--- config.mk ---
export PLATFORM = sky130hd
export DESIGN_NAME = logic_unit_arbiter_flat
export DESIGN_NICKNAME = d
export VERILOG_FILES = /design/src/rtl/logic_unit_arbiter_pkg.sv /design/src/rtl/logic_unit_arbiter_if.sv /design/src/rtl/logic_unit_arbiter_rr_pick.sv /design/src/rtl/logic_unit_arbiter.sv /design/src/flat_wrapper.sv
export SDC_FILE = /design/constraint.sdc
export NUM_CORES = 1
export LEC_CHECK = 0
export ABC_CLOCK_PERIOD_IN_PS = 3400
export BUFFER_PORTS_ARGS = -buffer_cell sky130_fd_sc_hd__clkbuf_2
export CORE_MARGIN = 4
export CORE_UTILIZATION = 52
export DETAILED_ROUTE_END_ITERATION = 16
export PLACE_DENSITY = 0.82
export RECOVER_POWER = 100
export REMOVE_ABC_BUFFERS = 1
export SLEW_MARGIN = 10
export SYNTH_ARGS = -nofsm -noshare
export SYNTH_HDL_FRONTEND = slang
export SYNTH_SLANG_ARGS = --single-unit
--- constraint.sdc ---
create_clock -name clk -period 3.4 [get_ports clk]
set_clock_uncertainty 0.1 [all_clocks]
set_input_delay 0.68 -clock clk [delete_from_list [all_inputs] [get_ports clk]]
set_output_delay 0.68 -clock clk [all_outputs]
set_load 0.05 [all_outputs]
--- src/rtl/logic_unit_arbiter_pkg.sv ---
// logic_unit_arbiter_pkg: op codes, FSM states and legality helper for the shared logic unit.
package logic_pkg;
  localparam logic [3:0] LOGIC_AND = 4'b1000;
  localparam logic [3:0] LOGIC_OR = 4'b1110;
  localparam logic [3:0] LOGIC_XOR = 4'b0110;
  localparam logic [3:0] LOGIC_NOR = 4'b0001;
  localparam logic [3:0] LOGIC_PASSA = 4'b1010;
  typedef enum logic {IDLE, FULL} state_t;
  function automatic logic op_legal(input logic [3:0] c);
    return c == LOGIC_AND || c == LOGIC_OR || c == LOGIC_XOR || c == LOGIC_NOR || c == LOGIC_PASSA;
  endfunction
endpackage

--- src/rtl/logic_unit_arbiter_if.sv ---
// logic_unit_arbiter_if: request/response bundle; rsp_err exists only with LOGIC_ARB_ILLEGAL_OP_EN.
interface logic_unit_arbiter_if #(parameter int NUM_REQ = 2, parameter int WIDTH = 32, parameter int IDW = 1);
  logic [NUM_REQ-1:0] req_valid;
  logic [NUM_REQ-1:0] req_ready;
  logic [NUM_REQ*WIDTH-1:0] req_a;
  logic [NUM_REQ*WIDTH-1:0] req_b;
  logic [NUM_REQ*4-1:0] req_ctrl;
  logic rsp_valid;
  logic rsp_ready;
  logic [WIDTH-1:0] rsp_data;
  logic [IDW-1:0] rsp_id;
  logic [15:0] op_count;
`ifdef LOGIC_ARB_ILLEGAL_OP_EN
  logic rsp_err;
  modport master(output req_valid, req_a, req_b, req_ctrl, rsp_ready,
                 input req_ready, rsp_valid, rsp_data, rsp_id, op_count, rsp_err);
  modport slave(input req_valid, req_a, req_b, req_ctrl, rsp_ready,
                output req_ready, rsp_valid, rsp_data, rsp_id, op_count, rsp_err);
`else
  modport master(output req_valid, req_a, req_b, req_ctrl, rsp_ready,
                 input req_ready, rsp_valid, rsp_data, rsp_id, op_count);
  modport slave(input req_valid, req_a, req_b, req_ctrl, rsp_ready,
                output req_ready, rsp_valid, rsp_data, rsp_id, op_count);
`endif
endinterface

--- src/rtl/logic_unit_arbiter_rr_pick.sv ---
// logic_rr_pick: first requester at or after ptr (mod N) wins; one-hot grant plus its index.
module logic_rr_pick #(parameter int N = 2, parameter int IW = 1) (
  input  logic [N-1:0]  req,
  input  logic [IW-1:0] ptr,
  output logic [N-1:0]  grant,
  output logic [IW-1:0] idx,
  output logic          any
);
  logic [IW-1:0] j;
  assign any = |req;
  // scan from farthest to nearest so the nearest hit to ptr is the last write
  always_comb begin
    grant = '0;
    idx = '0;
    j = '0;
    for (int k = N - 1; k >= 0; k--) begin
      j = IW'((int'(ptr) + k) % N);
      if (req[j]) begin
        grant = '0;
        grant[j] = 1'b1;
        idx = j;
      end
    end
  end
endmodule

--- src/rtl/logic_unit_arbiter.sv ---
// logic_unit_arbiter: round-robin shared 32-bit logic unit with one registered result slot.
// Define LOGIC_ARB_ILLEGAL_OP_EN to add rsp_err flagging unknown op codes.
module logic_unit_arbiter
  import logic_pkg::*;
#(
  parameter int NUM_REQ = 2,
  parameter int WIDTH = 32,
  parameter int IDW = 1
) (
  input logic clk,
  input logic rst_n,
  logic_unit_arbiter_if.slave bus
);
  state_t state;
  logic [IDW-1:0] rr_ptr, idx, id_q;
  logic [NUM_REQ-1:0] grant;
  logic any, can_load, xfer, valid_q;
  logic [WIDTH-1:0] a_arr [NUM_REQ];
  logic [WIDTH-1:0] b_arr [NUM_REQ];
  logic [3:0] c_arr [NUM_REQ];
  logic [WIDTH-1:0] a, b, res, data_q;
  logic [3:0] ctrl;
  logic [15:0] cnt_q;
  for (genvar i = 0; i < NUM_REQ; i++) begin : g_unpack
    assign a_arr[i] = bus.req_a[i*WIDTH +: WIDTH];
    assign b_arr[i] = bus.req_b[i*WIDTH +: WIDTH];
    assign c_arr[i] = bus.req_ctrl[i*4 +: 4];
  end
  logic_rr_pick #(.N(NUM_REQ), .IW(IDW)) u_pick (
    .req(bus.req_valid), .ptr(rr_ptr), .grant(grant), .idx(idx), .any(any)
  );
  assign a = a_arr[idx];
  assign b = b_arr[idx];
  assign ctrl = c_arr[idx];
  assign can_load = state == IDLE || bus.rsp_ready;
  assign xfer = any && can_load;
  // rst_n gate keeps req_ready low while reset is asserted
  assign bus.req_ready = grant & {NUM_REQ{can_load && rst_n}};
  always_comb begin
    res = '0;
    case (ctrl)
      LOGIC_AND: res = a & b;
      LOGIC_OR: res = a | b;
      LOGIC_XOR: res = a ^ b;
      LOGIC_NOR: res = ~(a | b);
      LOGIC_PASSA: res = a;
      default: res = '0;
    endcase
  end
`ifdef LOGIC_ARB_ILLEGAL_OP_EN
  logic err_q;
  assign bus.rsp_err = err_q;
`endif
  always_ff @(posedge clk or negedge rst_n) begin
    if (!rst_n) begin
      state <= IDLE;
      valid_q <= 1'b0;
      data_q <= '0;
      id_q <= '0;
      cnt_q <= '0;
      rr_ptr <= '0;
`ifdef LOGIC_ARB_ILLEGAL_OP_EN
      err_q <= 1'b0;
`endif
    end else if (xfer) begin
      state <= FULL;
      valid_q <= 1'b1;
      data_q <= res;
      id_q <= idx;
      cnt_q <= cnt_q + 16'd1;
      rr_ptr <= idx == IDW'(NUM_REQ - 1) ? '0 : idx + 1'b1;
`ifdef LOGIC_ARB_ILLEGAL_OP_EN
      err_q <= !op_legal(ctrl);
`endif
    end else if (state == FULL && bus.rsp_ready) begin
      state <= IDLE;
      valid_q <= 1'b0;
    end
  end
  assign bus.rsp_valid = valid_q;
  assign bus.rsp_data = data_q;
  assign bus.rsp_id = id_q;
  assign bus.op_count = cnt_q;
endmodule

--- src/flat_wrapper.sv ---
// flat-port wrapper written by rule: the top's interface ports become plain ports
module logic_unit_arbiter_flat import logic_pkg::*;
#(
  parameter int NUM_REQ = 2,
  parameter int WIDTH = 32,
  parameter int IDW = 1
)
  (clk, rst_n, bus_req_valid, bus_req_a, bus_req_b, bus_req_ctrl, bus_rsp_ready, bus_req_ready, bus_rsp_valid, bus_rsp_data, bus_rsp_id, bus_op_count);
  logic_unit_arbiter_if #(.NUM_REQ(NUM_REQ), .WIDTH(WIDTH), .IDW(IDW)) bus_i ();
  input logic clk;
  input logic rst_n;
  input wire logic [$bits(bus_i.req_valid)-1:0] bus_req_valid;
  input wire logic [$bits(bus_i.req_a)-1:0] bus_req_a;
  input wire logic [$bits(bus_i.req_b)-1:0] bus_req_b;
  input wire logic [$bits(bus_i.req_ctrl)-1:0] bus_req_ctrl;
  input wire logic [$bits(bus_i.rsp_ready)-1:0] bus_rsp_ready;
  output wire logic [$bits(bus_i.req_ready)-1:0] bus_req_ready;
  output wire logic [$bits(bus_i.rsp_valid)-1:0] bus_rsp_valid;
  output wire logic [$bits(bus_i.rsp_data)-1:0] bus_rsp_data;
  output wire logic [$bits(bus_i.rsp_id)-1:0] bus_rsp_id;
  output wire logic [$bits(bus_i.op_count)-1:0] bus_op_count;
  assign bus_i.req_valid = bus_req_valid;
  assign bus_i.req_a = bus_req_a;
  assign bus_i.req_b = bus_req_b;
  assign bus_i.req_ctrl = bus_req_ctrl;
  assign bus_i.rsp_ready = bus_rsp_ready;
  assign bus_req_ready = bus_i.req_ready;
  assign bus_rsp_valid = bus_i.rsp_valid;
  assign bus_rsp_data = bus_i.rsp_data;
  assign bus_rsp_id = bus_i.rsp_id;
  assign bus_op_count = bus_i.op_count;
  logic_unit_arbiter #(.NUM_REQ(NUM_REQ), .WIDTH(WIDTH), .IDW(IDW)) u_core (.clk(clk), .rst_n(rst_n), .bus(bus_i));
endmodule
==> results.md <==
* Status: finished with violations
* Failing checks: max-capacitance violations, max-slew violations
* Final setup vio count at 0
* Initial DRC Count at 503
* Synth top area share at 22.78%
* Max-slew headroom at -11.64%
* # Post-CTS Setup Buffers at 0
* First-pass GRT wire length at 29560 um
* Sw frac at 45.01%
* Critical path class: input pin to output port
* P_sw at 0.001040 W
* Warnings, synthesis at 0
* Area delta synth->final at 21.10%
* Cts hold-fix bufs at 0
* Sequential share of power at 32.9%
* Max cap viols at 1
* Final min period at 2999 ps
* Hold Path Origin: u_core.bus.op_count[15]$_DFFE_PN0P_
* Crit start category: input pin
* Via count at 5880
* Die Ht at 111.8 um
* Netlist cell types at 42
* DRT antenna net count at 0
* Resized Gates After CTS at 0
* Clock power share at 16.7%
* Logic pwr share at 50.4%
* Seq/Total Area, Yosys at 22.78%
* FF-to-FF End: u_core.bus.rsp_data[27]$_DFFE_PN0P_
* Post-Route WL at 18180 um
* Leak Pwr at 3.429 nW
* Worst path slowest cell: clkbuf_1
* R2r startpoint: u_core.rr_ptr$_DFFE_PN0P_
* Sum Neg Setup Slack at 0 ps
* # IOs at 193
* Unrepaired setup endpoints after global routing: false
* Final Max Tran Viols at 36
* Largest net degree at the start of global routing at 40
* Initial Utilization at 53.79%
* Core area at 0.01042 mm2
* Wire length per cell at 19.40 um
* R2R depth at 6
* Yosys reg bits at 51
* Arr. time, crit path at 2220 ps
* Least-Margin Pin Slew at 1674 ps
* Worst Hold Endpoint: u_core.bus.op_count[15]$_DFFE_PN0P_
* CTS tree: built
* Row cnt at 37
* Minimum hold slack at 376.7 ps
* Power density cells at 340.5 mW/mm2
* Vias in the first global route at 6151
* # DRC at 0
* Synth top area cells: dfrtp_1 (23%), ha_1 (15%), mux4_2 (13%)
* Crit path required time at 2620 ps
* Final global-route overflow total at 0
* Max VDD drop at 399.1 uV
* Die width at 111.8 um
* Int Pwr at 0.001271 W
* Root Buffer: clkbuf_8
* Worst path buffer plus inverter count at 4
* HPWL Detailed at 12980 um
* Flop-to-flop setup slack at 690 ps
* Maximum level of the CTS H-tree at 2
* Crit-path max cell delay at 490 ps
* Cells on Worst Hold Path at 1
* Syn Area/Cell at 8.782 um2
* GRT Util Overall at 28.32%
* Area leader, netlist: dfrtp_1
* CTS max path bufs at 2
* Clock latency on the worst-skew pair at 300 ps
* TritonRoute pass-1 iters at 5
* Number of buffers created by CTS at 5
* Mapped Area at 0.005603 mm2
* Layout fillers at 897
* Port Buffers at 192
* Vias/cell at 6.275
* Period utilization at 88.20%
* Initial antenna violation count at 0
* Worst-path maximum fanout at 28
* Share of layout cells above drive strength 1 at 26.22%
* Fin. Hold Viols at 0
* Crit end category: output port
* Final core utilization at 65.14%
* CP Cell Sequence: clkbuf_1 > inv_2 > nor2_4 > buf_12 > and3_1 > clkbuf_2
* Cells after Synth at 638
* Hold Crit Class: flip-flop to flip-flop
* Die footprint at 0.01250 mm2
* RD Place Congestion at 0.8580
* Final net count at 1006
* Register clock-pin slew on the reported worst setup and hold paths at 90 ps
* Fmax at 333.5 MHz
* Clock sinks at 51
* Ant. Diodes at 0
* Family with the most delay on the worst path: buffers and inverters
-- layout make-up --
class / count / area [um2] / area share [%]
repair buffers: 212 / 1092 / 16.10
clock buffers: 8 / 100.1 / 1.475
multi-input cells: 464 / 3899 / 57.46
inverters: 66 / 247.7 / 3.651
well taps: 136 / 170.2 / 2.508
flip-flops and latches: 51 / 1276 / 18.81
-- layout by cell type (no fill, tap or decap), types with 3 or more instances in the layout --
| cell type | synthesis | routed |
|---|---|---|
| buf_4 | 1 | 15 |
| nor3b_1 | 3 | 3 |
| xor2_1 | 3 | 3 |
| a22o_1 | 32 | 32 |
| buf_12 | 0 | 4 |
| nor2_1 | 3 | 3 |
| nand2b_1 | 4 | 4 |
| clkbuf_1 | 44 | 54 |
| mux4_2 | 32 | 32 |
| clkbuf_8 | 0 | 7 |
| o22ai_1 | 31 | 31 |
| inv_1 | 65 | 65 |
| o21ai_0 | 32 | 32 |
| a21oi_1 | 3 | 3 |
| mux2i_1 | 36 | 35 |
| nand4b_1 | 3 | 3 |
| dfrtp_1 | 51 | 51 |
| ha_1 | 65 | 65 |
| nand2_1 | 107 | 106 |
| xnor2_1 | 12 | 12 |
| nand4_1 | 3 | 3 |
| clkbuf_2 | 0 | 140 |
| nand3_1 | 5 | 5 |
| and4_1 | 3 | 3 |
| nor3_1 | 34 | 34 |
| o311ai_0 | 0 | 22 |
| o311ai_1 | 31 | 9 |
-- sequential cells by signal, indices dropped and copies added, names as in the netlist --
signal / flops
u_core.bus.rsp_id: 1
u_core.bus.rsp_data: 32
u_core.rr_ptr: 1
u_core.bus.rsp_valid: 1
u_core.bus.op_count: 16
-- per-layer routing --
metal	vias up	GRT usage [%]	wire [um]
li1	2640	-	-
met1	2816	36.01	7204
met2	370	49.04	8795
met3	54	3.750	1699
met4	0	10.62	479
met5	-	0	0
-- cells by family (layout without fill, tap and decap cells) --
family          after synthesis  in the layout  synth area share, %
flops                        51             51                22.78
buf+inv                     123            286                8.754
mux                          68             68                19.29
xor+xnor                     15             15                2.345
compound gates              139            139                17.66
fa+ha+maj                    65             65                14.52
simple gates                177            177                14.65
-- worst max-delay path by stage --
| stage | cells after the start | startpoint | endpoint | slack, ps |
|---|---|---|---|---|
| floorplan | 5 | bus_req_valid[0] | u_core.bus.rsp_data[0]$_DFFE_PN0P_ | -1010 |
| global placement | 10 | bus_req_valid[0] | u_core.bus.rsp_data[0]$_DFFE_PN0P_ | 510 |
| finish | 6 | bus_req_valid[1] | bus_req_ready[1] | 400 |
| CTS | 6 | bus_req_valid[1] | bus_req_ready[1] | 650 |
| global route | 7 | bus_req_valid[1] | u_core.bus.rsp_data[27]$_DFFE_PN0P_ | 270 |
| detailed placement | 10 | bus_req_valid[0] | u_core.bus.rsp_data[21]$_DFFE_PN0P_ | 400 |
-- synthesized netlist by cell type --
cell type,instances
nand4_1,3
nand2_1,107
buf_2,8
nor2_2,1
ha_1,65
nor3b_1,3
buf_6,2
xnor2_1,12
and4_1,3
o311a_1,1
o21ai_1,3
a211oi_1,1
o211ai_1,2
nor2_1,3
nand4b_1,3
o21a_1,1
nor4_1,1
mux4_2,32
xor2_1,3
buf_4,1
buf_1,2
inv_2,1
a22o_1,32
o21ai_0,32
a31oi_1,1
clkbuf_1,44
a21oi_1,3
nor3_1,34
inv_1,65
o22ai_1,31
or4b_4,2
and2_1,2
nand3_1,5
o311ai_1,31
mux2i_1,36
dfrtp_1,51
and3_1,2
nand2b_1,4
and2b_1,1
or2_2,1
a21boi_1,1
nand3b_1,2
-- per-stage QoR --
step,worst slack (ps),std cells,total power (W),cell area [um2]
3_5_place_dp,399.8,929,0.001949,6761
6_report,401.1,937,0.002311,6785
5_1_grt,272.3,937,0.002452,6785
4_1_cts,648.4,937,0.002339,6862
3_3_place_gp,514.4,929,0.001900,6761
2_1_floorplan,-1015,581,0.001556,5360
-- power by group through the flow --
| stage | Sequential [W] | Clock, W | Combinational, W |
|---|---|---|---|
| after detailed placement | 0.000766 | 0 | 0.00118 |
| after global routing | 0.000769 | 0.000417 | 0.00127 |
| after floorplan | 0.000991 | 0 | 0.000565 |
| final | 0.000760 | 0.000386 | 0.00116 |
| after global placement | 0.000762 | 0 | 0.00114 |
| after CTS | 0.000757 | 0.000392 | 0.00119 |
Power figures use the tool's default switching activity.
